**src/rtl/bus_grant_mux_if.sv**
```systemverilog
// ----------------------------------------------------------------------------
// bus_grant_mux_if : arbiter grant, per-master command and shared slave bundle
// Revision 1.0
// ----------------------------------------------------------------------------
`default_nettype none

interface bus_grant_mux_if #(
   parameter int NumRequests = 8,
   parameter int AddrWidth   = 32,
   parameter int DataWidth   = 32
);
   localparam int ENC_WIDTH = $clog2(NumRequests) + 1;

   logic [NumRequests-1:0]           grant;
   logic [ENC_WIDTH-1:0]             grant_enc;
   logic                             hold;
   logic [NumRequests-1:0]           m_req;
   logic [NumRequests-1:0]           m_we;
   logic [NumRequests-1:0]           m_last;
   logic [NumRequests*AddrWidth-1:0] m_adr;
   logic [NumRequests*DataWidth-1:0] m_dat;
   logic [NumRequests-1:0]           m_ack;
   logic [NumRequests-1:0]           m_err;
   logic [DataWidth-1:0]             m_dati;
   logic                             s_cyc;
   logic                             s_stb;
   logic                             s_we;
   logic [AddrWidth-1:0]             s_adr;
   logic [DataWidth-1:0]             s_dato;
   logic                             s_ack;
   logic [DataWidth-1:0]             s_dati;

   // master: the mux, which owns the shared slave port; slave: everything around it
   modport master (
      input  grant, grant_enc, m_req, m_we, m_last, m_adr, m_dat, s_ack, s_dati,
      output hold, m_ack, m_err, m_dati, s_cyc, s_stb, s_we, s_adr, s_dato
   );

   modport slave (
      output grant, grant_enc, m_req, m_we, m_last, m_adr, m_dat, s_ack, s_dati,
      input  hold, m_ack, m_err, m_dati, s_cyc, s_stb, s_we, s_adr, s_dato
   );
endinterface

`default_nettype wire

```
**src/rtl/bus_grant_mux.sv**
```systemverilog
// ----------------------------------------------------------------------------
// bus_grant_mux : latches the arbiter winner and routes it to one slave port
// Revision 1.0
// ----------------------------------------------------------------------------
`default_nettype none

module bus_grant_mux #(
   parameter int NumRequests   = 8,
   parameter int AddrWidth     = 32,
   parameter int DataWidth     = 32,
   parameter int BurstMax      = 16,
   parameter int TimeoutCycles = 255
) (
   input  logic            clk,
   input  logic            rst,
   input  logic            ce,
   bus_grant_mux_if.master bus
);
   localparam int OW = (NumRequests > 1) ? $clog2(NumRequests) : 1;
   localparam int EW = $clog2(NumRequests) + 1;
   localparam int BW = $clog2(BurstMax + 1);

   localparam logic [1:0]    ST_IDLE    = 2'd0;
   localparam logic [1:0]    ST_ACTIVE  = 2'd1;
   localparam logic [1:0]    ST_RELEASE = 2'd2;
   localparam logic [EW-1:0] NREQ       = EW'(NumRequests);
   localparam logic [BW-1:0] BURST_LAST = BW'(BurstMax);
   localparam logic [15:0]   TMO_LAST   = 16'(TimeoutCycles - 1);

   logic [1:0]    state_q, state_d;
   logic [OW-1:0] owner_q, owner_d;
   logic [BW-1:0] beat_cnt_q, beat_cnt_d;
   logic [15:0]   tmo_cnt_q, tmo_cnt_d;

   logic                 own_req, own_we, own_last, grant_req;
   logic [AddrWidth-1:0] own_adr;
   logic [DataWidth-1:0] own_dat;
   logic                 start, active, tmo_hit;
   logic [BW-1:0]        beat_inc;

   always_comb begin
      own_req   = 1'b0;
      own_we    = 1'b0;
      own_last  = 1'b0;
      own_adr   = '0;
      own_dat   = '0;
      grant_req = 1'b0;
      for (int i = 0; i < NumRequests; i++) begin
         if (owner_q == OW'(i)) begin
            own_req  = bus.m_req[i];
            own_we   = bus.m_we[i];
            own_last = bus.m_last[i];
            own_adr  = bus.m_adr[i*AddrWidth +: AddrWidth];
            own_dat  = bus.m_dat[i*DataWidth +: DataWidth];
         end
         if (bus.grant_enc == EW'(i)) begin
            grant_req = bus.m_req[i];
         end
      end
   end

   assign active   = (state_q == ST_ACTIVE);
   assign start    = (|bus.grant) && (bus.grant_enc < NREQ) && grant_req;
   assign tmo_hit  = (tmo_cnt_q == TMO_LAST);
   assign beat_inc = beat_cnt_q + BW'(1);

   always_ff @(posedge clk) begin
      if (rst) begin
         state_q    <= ST_IDLE;
         owner_q    <= '0;
         beat_cnt_q <= '0;
         tmo_cnt_q  <= '0;
      end else if (ce) begin
         state_q    <= state_d;
         owner_q    <= owner_d;
         beat_cnt_q <= beat_cnt_d;
         tmo_cnt_q  <= tmo_cnt_d;
      end
   end

   // Ack outranks a dropped request and the timeout boundary
   always_comb begin
      state_d    = state_q;
      owner_d    = owner_q;
      beat_cnt_d = beat_cnt_q;
      tmo_cnt_d  = tmo_cnt_q;
      case (state_q)
         ST_IDLE: begin
            if (start) begin
               owner_d    = bus.grant_enc[OW-1:0];
               beat_cnt_d = '0;
               tmo_cnt_d  = '0;
               state_d    = ST_ACTIVE;
            end
         end
         ST_ACTIVE: begin
            if (bus.s_ack) begin
               beat_cnt_d = beat_inc;
               tmo_cnt_d  = '0;
               if (own_last || (beat_inc == BURST_LAST)) begin
                  state_d = ST_RELEASE;
               end
            end else if (!own_req || tmo_hit) begin
               state_d = ST_RELEASE;
            end else begin
               tmo_cnt_d = tmo_cnt_q + 16'd1;
            end
         end
         ST_RELEASE: state_d = ST_IDLE;
         default:    state_d = ST_IDLE;
      endcase
   end

   // Pulses are suppressed while stalled or while a reset aborts the beat
   always_comb begin
      bus.hold   = active;
      bus.s_cyc  = active;
      bus.s_stb  = active && own_req;
      bus.s_we   = active ? own_we  : 1'b0;
      bus.s_adr  = active ? own_adr : '0;
      bus.s_dato = active ? own_dat : '0;
      bus.m_dati = bus.s_dati;
      bus.m_ack  = '0;
      bus.m_err  = '0;
      for (int i = 0; i < NumRequests; i++) begin
         if (active && ce && !rst && (owner_q == OW'(i))) begin
            bus.m_ack[i] = bus.s_ack;
            bus.m_err[i] = !bus.s_ack && own_req && tmo_hit;
         end
      end
   end

endmodule

`default_nettype wire

```
**src/flat_wrapper.sv**
```systemverilog
// flat-port wrapper written by rule: the top's interface ports become plain ports
module bus_grant_mux_flat 
#(
   parameter int NumRequests   = 8,
   parameter int AddrWidth     = 32,
   parameter int DataWidth     = 32,
   parameter int BurstMax      = 16,
   parameter int TimeoutCycles = 255
)
  (clk, rst, ce, bus_grant, bus_grant_enc, bus_m_req, bus_m_we, bus_m_last, bus_m_adr, bus_m_dat, bus_s_ack, bus_s_dati, bus_hold, bus_m_ack, bus_m_err, bus_m_dati, bus_s_cyc, bus_s_stb, bus_s_we, bus_s_adr, bus_s_dato);
  bus_grant_mux_if #(.NumRequests(NumRequests), .AddrWidth(AddrWidth), .DataWidth(DataWidth)) bus_i ();
  input  logic clk;
  input  logic rst;
  input  logic ce;
  input wire logic [$bits(bus_i.grant)-1:0] bus_grant;
  input wire logic [$bits(bus_i.grant_enc)-1:0] bus_grant_enc;
  input wire logic [$bits(bus_i.m_req)-1:0] bus_m_req;
  input wire logic [$bits(bus_i.m_we)-1:0] bus_m_we;
  input wire logic [$bits(bus_i.m_last)-1:0] bus_m_last;
  input wire logic [$bits(bus_i.m_adr)-1:0] bus_m_adr;
  input wire logic [$bits(bus_i.m_dat)-1:0] bus_m_dat;
  input wire logic [$bits(bus_i.s_ack)-1:0] bus_s_ack;
  input wire logic [$bits(bus_i.s_dati)-1:0] bus_s_dati;
  output wire logic [$bits(bus_i.hold)-1:0] bus_hold;
  output wire logic [$bits(bus_i.m_ack)-1:0] bus_m_ack;
  output wire logic [$bits(bus_i.m_err)-1:0] bus_m_err;
  output wire logic [$bits(bus_i.m_dati)-1:0] bus_m_dati;
  output wire logic [$bits(bus_i.s_cyc)-1:0] bus_s_cyc;
  output wire logic [$bits(bus_i.s_stb)-1:0] bus_s_stb;
  output wire logic [$bits(bus_i.s_we)-1:0] bus_s_we;
  output wire logic [$bits(bus_i.s_adr)-1:0] bus_s_adr;
  output wire logic [$bits(bus_i.s_dato)-1:0] bus_s_dato;
  assign bus_i.grant = bus_grant;
  assign bus_i.grant_enc = bus_grant_enc;
  assign bus_i.m_req = bus_m_req;
  assign bus_i.m_we = bus_m_we;
  assign bus_i.m_last = bus_m_last;
  assign bus_i.m_adr = bus_m_adr;
  assign bus_i.m_dat = bus_m_dat;
  assign bus_i.s_ack = bus_s_ack;
  assign bus_i.s_dati = bus_s_dati;
  assign bus_hold = bus_i.hold;
  assign bus_m_ack = bus_i.m_ack;
  assign bus_m_err = bus_i.m_err;
  assign bus_m_dati = bus_i.m_dati;
  assign bus_s_cyc = bus_i.s_cyc;
  assign bus_s_stb = bus_i.s_stb;
  assign bus_s_we = bus_i.s_we;
  assign bus_s_adr = bus_i.s_adr;
  assign bus_s_dato = bus_i.s_dato;
  bus_grant_mux #(.NumRequests(NumRequests), .AddrWidth(AddrWidth), .DataWidth(DataWidth), .BurstMax(BurstMax), .TimeoutCycles(TimeoutCycles)) u_core (.clk(clk), .rst(rst), .ce(ce), .bus(bus_i));
endmodule
```
**config.mk**
```make
export PLATFORM = sky130hd
export DESIGN_NAME = bus_grant_mux_flat
export DESIGN_NICKNAME = d
export VERILOG_FILES = /design/src/rtl/bus_grant_mux_if.sv /design/src/rtl/bus_grant_mux.sv /design/src/flat_wrapper.sv
export SDC_FILE = /design/constraint.sdc
export NUM_CORES = 1
export LEC_CHECK = 0
export BUFFER_PORTS_ARGS = -buffer_cell sky130_fd_sc_hd__buf_2
export CAP_MARGIN = 20
export CORE_AREA = 2 2 273 275
export DETAILED_ROUTE_END_ITERATION = 16
export DIE_AREA = 0 0 275 277
export PLACE_DENSITY = 0.4
export SYNTH_ARGS = -nofsm -noshare
export SYNTH_HDL_FRONTEND = slang
export SYNTH_SLANG_ARGS = --single-unit
```
**constraint.sdc**
```tcl
create_clock -name clk -period 6.2 [get_ports clk]
set_input_delay 1.24 -clock clk [delete_from_list [all_inputs] [get_ports clk]]
set_output_delay 1.24 -clock clk [all_outputs]
set_load 0.1 [all_outputs]
```
==> results of run 1 <==
==> cell families after synthesis <==
group | after synthesis | share of synthesized area, %
AOI/OAI and AO/OA | 395 | 43.3
and+or+nand+nor | 213 | 16.2
buffers and inverters | 143 | 11.3
muxes | 96 | 20.4
DFF | 26 | 8.25
adders and majority gates | 3 | 0.595
==> synthesized netlist by cell type, types with 2 or more instances <==
| master | count | area [µm²] |
|---|---|---|
| mux4_2 | 16 | 360 |
| and4_1 | 2 | 17.5 |
| nand2_1 | 85 | 319 |
| a211o_1 | 2 | 17.5 |
| or3_1 | 2 | 12.5 |
| o21a_1 | 2 | 15.0 |
| a221oi_1 | 94 | 823 |
| or4_1 | 9 | 67.6 |
| a21oi_1 | 17 | 85.1 |
| mux4_1 | 2 | 52.6 |
| nor2_1 | 42 | 158 |
| o211ai_1 | 10 | 75.1 |
| nand3_1 | 17 | 85.1 |
| inv_1 | 11 | 41.3 |
| mux2i_1 | 11 | 110 |
| a41oi_1 | 2 | 17.5 |
| nand4_1 | 9 | 56.3 |
| nor4b_1 | 2 | 17.5 |
| nor2b_1 | 6 | 37.5 |
| a21o_1 | 3 | 22.5 |
| and3_1 | 2 | 12.5 |
| o311ai_0 | 2 | 17.5 |
| clkbuf_1 | 63 | 236 |
| a211oi_1 | 18 | 135 |
| a21boi_0 | 47 | 353 |
| mux2_2 | 65 | 732 |
| ha_1 | 3 | 37.5 |
| nand2b_1 | 8 | 50.1 |
| and2_1 | 3 | 18.8 |
| a32oi_1 | 2 | 17.5 |
| o22ai_1 | 112 | 701 |
| buf_2 | 27 | 135 |
| buf_1 | 3 | 11.3 |
| buf_4 | 38 | 285 |
| dfxtp_1 | 26 | 521 |
| nor4_1 | 3 | 18.8 |
| o21ai_0 | 76 | 380 |
| o32ai_1 | 2 | 17.5 |
| mux2_4 | 2 | 30.0 |
| nor3_1 | 18 | 90.1 |
==> registers in the layout, summed over array words and instances (netlist names) <==
name               count
u_core.beat_cnt_q      5
u_core.tmo_cnt_q      16
u_core.state_q         2
u_core.owner_q         3
==> worst min-delay path: stages (launching register included) <==
cell     delay (ns)
dfxtp_1        0.36
nand2_1        0.07
nand3_1        0.05
==> layout make-up <==
| class | instances | area [µm²] | area share, % |
|---|---|---|---|
| Tap cell | 969 | 1210 | 11.7 |
| Clock buffer | 3 | 75.1 | 0.722 |
| Sequential cell | 26 | 529 | 5.09 |
| Multi-Input combinational cell | 707 | 5120 | 49.2 |
| Clock inverter | 1 | 30.0 | 0.289 |
| Inverter | 12 | 47.5 | 0.457 |
| Timing Repair Buffer | 659 | 3380 | 32.5 |
| Antenna cell | 4 | 10.0 | 0.0962 |
==> worst max-delay path by stage <==
| stage | endpoint | depth (start not counted) | slack (ns) | startpoint |
|---|---|---|---|---|
| 6_report | bus_s_dato[19] | 7 | 1.37 | u_core.owner_q[1] |
| 5_1_grt | bus_s_adr[28] | 6 | 1.09 | u_core.owner_q[1] |
| 4_1_cts | bus_s_adr[6] | 6 | 1.14 | u_core.owner_q[1] |
| 3_5_place_dp | bus_s_adr[6] | 6 | 1.44 | u_core.owner_q[1] |
| 3_3_place_gp | bus_s_adr[6] | 6 | 1.49 | u_core.owner_q[1] |
| 2_1_floorplan | bus_s_adr[14] | 7 | 0.38 | u_core.state_q[1] |
==> power groups by stage <==
stage	Sequential, mW	Clock (mW)	Combinational [mW]
after global routing	0.182	0.208	0.926
after global placement	0.184	0	0.876
after floorplan	0.176	0	0.619
after CTS	0.181	0.199	0.875
after detailed placement	0.185	0	0.872
final	0.181	0.195	0.867
==> metal layers <==
metal / wire length (µm) / vias to the layer above / global-route usage, % / part of all wire (%)
met3: 4510 / 50 / 3.00 / 8.9
li1: - / 4573 / - / -
met5: 79 / - / 0 / 0.16
met4: 499 / 12 / 1.58 / 0.98
met2: 24100 / 519 / 21.0 / 47
met1: 21700 / 4543 / 15.9 / 43
==> results.yml, run 1 <==
critical_path:
  crit_path_max_fanout: 38
  r2r_end: "u_core.state_q[0]"
  slowest_stage: "dfxtp_4"
  rr_startpoint: "u_core.owner_q[1]"
  critPathLaunchType: "flip-flop"
  cpPeakStageDelay_ns: 0.66
  cp_data_required_time_ns: 4.96
  worst_setup_path_end_kind: "output port"
  path_cells: "inv_1 -> nand2_4 -> buf_4 -> o22ai_1 -> a221oi_1 -> a21boi_0 -> buf_2"
  critical_path.top_delay_family: "buffers and inverters"
  crit_buf_inv: 3
  ff2ff_setup_slack_ns: 3.35
  critPathKind: "reg2out"
  worstPathArrival_ns: 3.59
  worstRegToRegCells: 6
detailed_routing:
  drtPass1Iterations: 5
  avgViaCountPerCell: 4.07
  wire_per_inst_um: 21.4
  drc: 0
  final_antenna_net_count: 0
  wl_mm: 50.9
  drtIter0Drc: 573
  vias: 9697
clocking:
  cts_resized: 0
  cts_hold_buf: 0
  clk_latency_ns: 0.27
  cts_tree: "done"
  numCtsBuffers: 3
  clock-sinks: 26
  clk_path_buf_depth: 2
  htreeDepth: 1
  cts-root-buf: "clkbuf_16"
  cts_setup_buffers: 0
  clk_pin_slew_ns: 0.08
synthesis:
  synth-main-ff-cell: "dfxtp_1"
  syn_nets: 1463
  syn_area_um2: 6310
  syn_area_per_cell_um2: 7.20
  async_flop_share_pct: 0
  yosysSeqAreaShare_pct: 8.25
  synth_seq_cells: 26
  ys_warn_count: 0
  ys_types: 52
  syn-instance-count: 876
  synth_enable_flop_cells: 0
floorplan:
  num_rows: 100
  start_util_pct: 8.57
  num_io_pins: 700
  dieArea_um2: 76200
  fp.dieH_um: 277
  fp.coreArea_um2: 73600
  die_width_um: 275
sta:
  maxSlewViolCount: 0
  setup_ws_ns: 1.37
  final.setup.tns_ns: 0
  tightest_slew_ns: 0.810
  max_slew_margin_pct: 46.0
  setup_viol: 0
  finalHoldViolCount: 0
  timing.fmax_ghz: 0.207
  period_share_pct: 77.9
  grt_setup_unrepaired: "no"
  hold_ws_ns: 0.522
  finalClockSkew_ns: 0.0103
  post-route-min-period_ns: 4.83
power:
  leakagePower_nw: 4.45
  intPower_mw: 0.600
  total_power_mw: 1.24
  vdd_ir_drop_max_mv: 0.0778
  power_frac_seq_pct: 14.5
  p_comb_share_pct: 69.8
  p_sw_mw: 0.643
  pwr-share-clk_pct: 15.7
  power_density_nw_per_um2: 119
  swShare_pct: 51.7
status:
  outcome: "finished, final reports clean"
place:
  post-place-cells: 2373
  io_buffers: 635
  placed_area_um2: 10300
  pre_cts_slack_ns: 1.44
  gp_congestion: 0.845
  hpwl_mm: 41.6
finish:
  final_util_pct: 14.1
  fillers: 8610
  layout_common_cells: "635 x buf_2, 112 x o22ai_1, 94 x a221oi_1"
  fin_cells: 2381
  finalInstanceArea_um2: 10400
  fin_nets: 1996
  layout_commonest_cell: "buf_2"
  drive_above_1_share_pct: 54.0
  syn2layout_area_growth_pct: 64.9
grt:
  grt_max_degree: 96
  grt_pass1_vias: 9593
  grt.total_usage_pct: 12.3
  grt_antenna_before_repair: 10
  grt_pass1_wl_mm: 69.0
  gr-total-overflow: 0
min_path:
  min-delay-start: "u_core.tmo_cnt_q[6]"
  hp-class: "reg2reg"
  hold_path_end: "u_core.tmo_cnt_q[6]"
  whs_path_depth: 2
flow_run:
  drv_cap: 0
(Power assumes the default switching activity.)
==> run 2, diff against run 1 <==
PLACE_DENSITY = 0.41   (was 0.4)
clock period = 4.01 ns   (was 6.2 ns; I/O delays follow)
==> run 2 against run 1 <==
- setup slack got worse by 0.86 ns
- largest power group unchanged
- sequential share of layout area down 0.57 points
- wire length fell by 0.90%
- flip-flop and latch count stayed put
==> results.yml, run 2 (synthesized netlist as in run 1, its figures left out) <==
status:
  outcome: "finished, final reports clean"
clocking:
  clk_pin_slew_ns: 0.07
  cts_tree: "done"
  clock-sinks: 26
  numCtsBuffers: 3
  cts_hold_buf: 0
  clk_path_buf_depth: 2
  htreeDepth: 1
  clk_latency_ns: 0.27
  cts_resized: 0
  cts_setup_buffers: 0
  cts-root-buf: "clkbuf_16"
critical_path:
  rr_startpoint: "u_core.owner_q[2]"
  cp_data_required_time_ns: 3.21
  r2r_end: "u_core.state_q[0]"
  ff2ff_setup_slack_ns: 1.45
  worstPathArrival_ns: 2.70
  critPathKind: "reg2out"
  worstSetupEndpoint: "bus_s_adr[9]"
  worst_setup_path_end_kind: "output port"
  critPathLaunchType: "flip-flop"
  crit_path_max_fanout: 55
  startpoint: "u_core.owner_q[2]"
  worstRegToRegCells: 6
grt:
  gr-total-overflow: 0
  grt_max_degree: 85
  grt_pass1_wl_mm: 68.8
  grt_pass1_vias: 9675
  grt_antenna_before_repair: 8
  grt.total_usage_pct: 12.3
floorplan:
  start_util_pct: 8.57
  dieArea_um2: 76200
  die_width_um: 275
  num_rows: 100
  fp.coreArea_um2: 73600
  num_io_pins: 700
  fp.dieH_um: 277
detailed_routing:
  final_antenna_net_count: 0
  avgViaCountPerCell: 4.01
  wire_per_inst_um: 21.1
  wl_mm: 50.4
  drtPass1Iterations: 6
  vias: 9579
  drc: 0
  drtIter0Drc: 465
min_path:
  hp-class: "reg2reg"
sta:
  finalHoldViolCount: 0
  timing.fmax_ghz: 0.285
  grt_setup_unrepaired: "no"
  period_share_pct: 87.4
  max_slew_margin_pct: 48.9
  post-route-min-period_ns: 3.50
  hold_ws_ns: 0.509
  finalClockSkew_ns: 0.00698
  setup_viol: 0
  tightest_slew_ns: 0.760
  maxSlewViolCount: 0
  final.setup.tns_ns: 0
finish:
  drive_above_1_share_pct: 55.2
  largest_reg_flops: 16
  top_register: "u_core.tmo_cnt_q"
  reg_top3: "u_core.tmo_cnt_q: 16 flops, u_core.beat_cnt_q: 5 flops, u_core.owner_q: 3 flops"
  layout_common_cells: "562 x buf_2, 112 x o22ai_1, 94 x a221oi_1"
  fin_cells: 2389
  fin_nets: 2005
  fillers: 8440
  syn2layout_area_growth_pct: 85.6
  layout_commonest_cell: "buf_2"
  finalInstanceArea_um2: 11700
place:
  io_buffers: 635
  placed_area_um2: 11600
  hpwl_mm: 41.9
  post-place-cells: 2382
  gp_congestion: 0.849
flow_run:
  drv_cap: 0
power:
  total_power_mw: 2.05
  vdd_ir_drop_max_mv: 0.167
  power_density_nw_per_um2: 175
  leakagePower_nw: 4.75
## run 2: cell types whose count changed in the layout (fill, tap and decap cells not counted), moves of 13 or more
cell | before | now
buf_12 | 2 | 83
a211oi_2 | 0 | 13
buf_2 | 635 | 562
a21boi_0 | 47 | 0
a211oi_1 | 18 | 4
a21boi_1 | 0 | 47
## run 2: stage by stage
| stage | utilization [%] | worst slack [ns] |
|---|---|---|
| after floorplan | - | -0.670 |
| after global placement | 15.8 | 0.588 |
| after detailed placement | 15.8 | 0.596 |
| after CTS | 15.9 | 0.448 |
| after global routing | 15.9 | 0.322 |
| final | 15.9 | 0.507 |
## run 2: critical path, stage by stage, from the launching register on
cell and delay [ns]:
dfxtp_4 0.45, buf_4 0.52, and3_1 0.66, nand2_1 0.24
o21ai_0 0.14, o21a_1 0.20, buf_12 0.18
## run 2: area by class of cell
cell class	count	area (µm²)	area share (%)
repair buffers	668	4650	39.7
diodes	3	7.51	0.0641
flip-flops and latches	26	529	4.52
clock inverters	1	3.75	0.0321
multi-input cells	707	5180	44.3
inverters	12	47.5	0.406
well taps	969	1210	10.4
clock buffers	3	75.1	0.641
## run 2: metal layers
metal | vias to the layer above | routed length [µm] | track usage [%]
met4 | 6 | 933 | 2.77
li1 | 4576 | - | -
met3 | 42 | 4100 | 2.63
met2 | 481 | 23600 | 20.7
met1 | 4474 | 21800 | 15.9
met5 | - | 35 | 0
## run 2: worst min path at each step
stage	from	end	slack [ns]	cells past startpoint
finish	u_core.tmo_cnt_q[14]	u_core.tmo_cnt_q[14]	0.51	2
global route	u_core.tmo_cnt_q[10]	u_core.tmo_cnt_q[10]	0.54	2
floorplan	u_core.tmo_cnt_q[14]	u_core.tmo_cnt_q[14]	0.47	2
CTS	u_core.tmo_cnt_q[14]	u_core.tmo_cnt_q[14]	0.51	2
global placement	u_core.tmo_cnt_q[15]	u_core.tmo_cnt_q[15]	0.51	2
detailed placement	u_core.tmo_cnt_q[14]	u_core.tmo_cnt_q[14]	0.50	2
## run 2: power breakdown
group	internal [mW]	switching (mW)	total, mW
registers	0.261	0.0113	0.273
clock network	0.134	0.101	0.235
logic	0.621	0.920	1.54
total	1.02	1.03	2.05
==> run 3, diff against run 2 <==
ABC_AREA = 1   (was not set)
CORE_AREA = 2 2 269 271   (was 2 2 273 275)
DIE_AREA = 0 0 271 273   (was 0 0 275 277)
PLACE_DENSITY = 0.4   (was 0.41)
==> run 3 against run 2 <==
- maximum frequency decreased by 6.2%
- setup slack got worse by 0.23 ns
- final cell count up 10%
- combinational power up 19%
- wire length rose by 3.1%
- critical path depth grew 7
- hold slack lost 0.021 ns
- final area down 12%
- sequential share of layout area increased by 0.55 points
- count of clock-buffer cells in the layout unchanged
- critical endpoint is now bus_s_adr[22]
==> results.yml, run 3 <==
status:
  outcome: "finished, final reports clean"
clocking:
  clk_pin_slew_ns: 0.08
  numCtsBuffers: 3
  clk_path_buf_depth: 2
  cts_tree: "done"
  clk_latency_ns: 0.27
  htreeDepth: 1
  clock-sinks: 26
  cts-root-buf: "clkbuf_16"
critical_path:
  worstRegToRegCells: 11
  cp_data_required_time_ns: 3.21
  critPathKind: "reg2out"
  rr_startpoint: "u_core.owner_q[2]"
  worstPathArrival_ns: 2.93
  critPathLaunchType: "flip-flop"
  crit_path_max_fanout: 30
  r2r_end: "u_core.state_q[0]"
  ff2ff_setup_slack_ns: 1.61
  worst_setup_path_end_kind: "output port"
synthesis:
  synthSimpleGateAreaFrac_pct: 44.4
  synth-main-ff-cell: "dfxtp_1"
  yosysMostFrequentCell: "nand2_1"
  synth-xor-area-share_pct: 0.456
  synth_seq_cells: 26
  synth_top_family_by_area: "simple AND/OR/NAND/NOR gates"
  ys_types: 39
  synth_mux_area_share_pct: 0
  syn-instance-count: 1105
  synth_top_cell_area_share_pct: 24.5
  async_flop_share_pct: 0
  synthAdderAreaFrac_pct: 0.651
  synth_compound_area_share_pct: 29.3
  synth_enable_flop_cells: 0
  ys_warn_count: 0
  synth_commonest_cells: "376 x nand2_1, 109 x a21oi_1, 89 x inv_1"
  synth.area.top_cells: "nand2_1 24%, a21oi_1 9.5%, dfxtp_1 9.0%, o211ai_1 7.2%, nand4_1 7.1%"
  yosysSeqAreaShare_pct: 9.03
  synth_top_area_cell: "nand2_1"
  syn_area_per_cell_um2: 5.22
  syn_nets: 1692
  syn_area_um2: 5760
min_path:
  hp-class: "reg2reg"
  hold_path_end: "u_core.beat_cnt_q[1]"
  min-delay-start: "u_core.beat_cnt_q[1]"
  whs_path_depth: 2
finish:
  drive_above_1_share_pct: 42.1
  fillers: 8441
  layout_commonest_cell: "buf_2"
  syn2layout_area_growth_pct: 78.0
  largest_reg_flops: 16
  finalInstanceArea_um2: 10300
  top_register: "u_core.tmo_cnt_q"
  reg_top3: "u_core.tmo_cnt_q: 16 flops, u_core.beat_cnt_q: 5 flops, u_core.owner_q: 3 flops"
  fin_cells: 2627
  layout_common_cells: "627 x buf_2, 376 x nand2_1, 109 x a21oi_1"
  fin_nets: 2256
floorplan:
  num_io_pins: 700
  num_rows: 98
  start_util_pct: 8.12
  die_width_um: 271
  fp.dieH_um: 273
  fp.coreArea_um2: 71000
  dieArea_um2: 74000
sta:
  tightest_slew_ns: 0.820
  maxSlewViolCount: 0
  finalClockSkew_ns: 0.00841
  setup_viol: 0
  grt_setup_unrepaired: "no"
  setup_ws_ns: 0.275
  post-route-min-period_ns: 3.74
  period_share_pct: 93.2
  timing.fmax_ghz: 0.268
  hold_ws_ns: 0.488
  finalHoldViolCount: 0
  max_slew_margin_pct: 45.3
power:
  p_comb_share_pct: 74.3
  pwr-share-clk_pct: 12.3
  power_frac_seq_pct: 13.4
  total_power_mw: 2.46
  intPower_mw: 1.04
  swShare_pct: 57.6
  leakagePower_nw: 5.29
  power_density_nw_per_um2: 240
  vdd_ir_drop_max_mv: 0.161
  p_sw_mw: 1.42
detailed_routing:
  wl_met1_mm: 22.0
  vias: 10251
  avgViaCountPerCell: 3.90
  top_layer_used: "met5"
  drtPass1Iterations: 6
  wl_mm: 52.0
  final_antenna_net_count: 0
  wl_met3_mm: 4.19
  wl_met2_mm: 23.5
  wire_per_inst_um: 19.8
  drtIter0Drc: 644
  drc: 0
grt:
  grt_pass1_wl_mm: 71.4
  grt_max_degree: 72
  grt_antenna_before_repair: 14
  grt.total_usage_pct: 13.1
  gr-total-overflow: 0
  grt_pass1_vias: 10473
place:
  post-place-cells: 2614
  pre_cts_slack_ns: 0.335
  io_buffers: 635
  hpwl_mm: 42.5
  gp_congestion: 0.852
  placed_area_um2: 10100
flow_run:
  drv_cap: 0
==> run 3: changes by cell type after synthesis, sizes merged, moves of 28 or more <==
cell | previous run | this run
nand2 | 85 | 378
o22ai | 112 | 2
a21oi | 17 | 109
inv | 11 | 95
mux2 | 67 | 0
a221oi | 94 | 37
nand4 | 9 | 66
a21boi | 47 | 1
o211ai | 10 | 55
o21ai | 76 | 46
nand3 | 17 | 45
nor2 | 42 | 70
==> run 3: how the worst max path moves through the flow <==
stage                       from       endpoint  slack (ns)  cells past startpoint
2_1_floorplan       bus_m_req[1]   bus_m_err[0]       -0.27                     10
3_5_place_dp        bus_m_req[1]   bus_m_err[0]        0.33                     12
6_report       u_core.owner_q[2]  bus_s_adr[22]        0.27                     13
3_3_place_gp        bus_m_req[0]   bus_m_err[0]        0.20                     12
4_1_cts        u_core.owner_q[0]   bus_m_err[0]        0.08                     14
5_1_grt        u_core.owner_q[0]  bus_s_adr[30]        0.05                     12
==> run 3: cell type report <==
class	count	area, µm²	area share [%]
flip-flops and latches	26	520	5.07
inverters	96	367	3.57
multi-input cells	870	4360	42.5
clock inverters	1	30.0	0.293
well taps	950	1190	11.6
diodes	9	22.5	0.220
repair buffers	672	3700	36.1
clock buffers	3	75.1	0.732
==> run 3: critical path, cell delays in order, from the launching register on <==
cell	delay (ns)
dfxtp_1	0.53
inv_2	0.14
nand2_1	0.22
inv_4	0.24
buf_4	0.23
nand2_1	0.05
nand2_1	0.05
a21oi_1	0.12
nand3_1	0.12
o21ai_0	0.11
nand3_1	0.35
o211ai_1	0.21
inv_1	0.10
buf_12	0.17
==> run 3: logic make-up (layout without fill, tap and decap cells) <==
group                      after synthesis  count (layout)
AOI/OAI and AO/OA                      270             270
adders and majority gates                3               3
xor gates and xnor gates                 3               3
DFF                                     26              26
buffers and inverters                  209             772
other                                    0               9
and+or+nand+nor                        594             594
==> run 3: power groups by stage <==
stage                     combinational, mW  sequential (mW)  clock (mW)
after global placement                 1.83            0.336           0
after floorplan                        1.27            0.325           0
after global routing                   1.97            0.336       0.320
after CTS                              1.84            0.330       0.310
after detailed placement               1.83            0.335           0
final                                  1.83            0.330       0.302
==> run 3: what timing repair did <==
action | in CTS | in global routing
endpoints found under the setup margin | 0 | 7
hold buffers | 0 | 0
gates resized for setup | 0 | 4
buffers inserted | 0 | 0
hold endpoints to repair | 0 | 0
==> run 3: layer usage <==
metal / track usage [%] / vias to the layer above
li1: - / 4907
met1: 16.0 / 4639
met2: 22.3 / 568
met3: 3.02 / 125
met4: 5.21 / 12
met5: 0 / -
==> run 3: metrics by stage <==
| step | TNS, ns | util [%] |
|---|---|---|
| after global routing | 0 | 14.4 |
| after detailed placement | 0 | 14.3 |
| after CTS | 0 | 14.4 |
| after global placement | 0 | 14.3 |
| after floorplan | -2.82 | - |
| final | 0 | 14.5 |
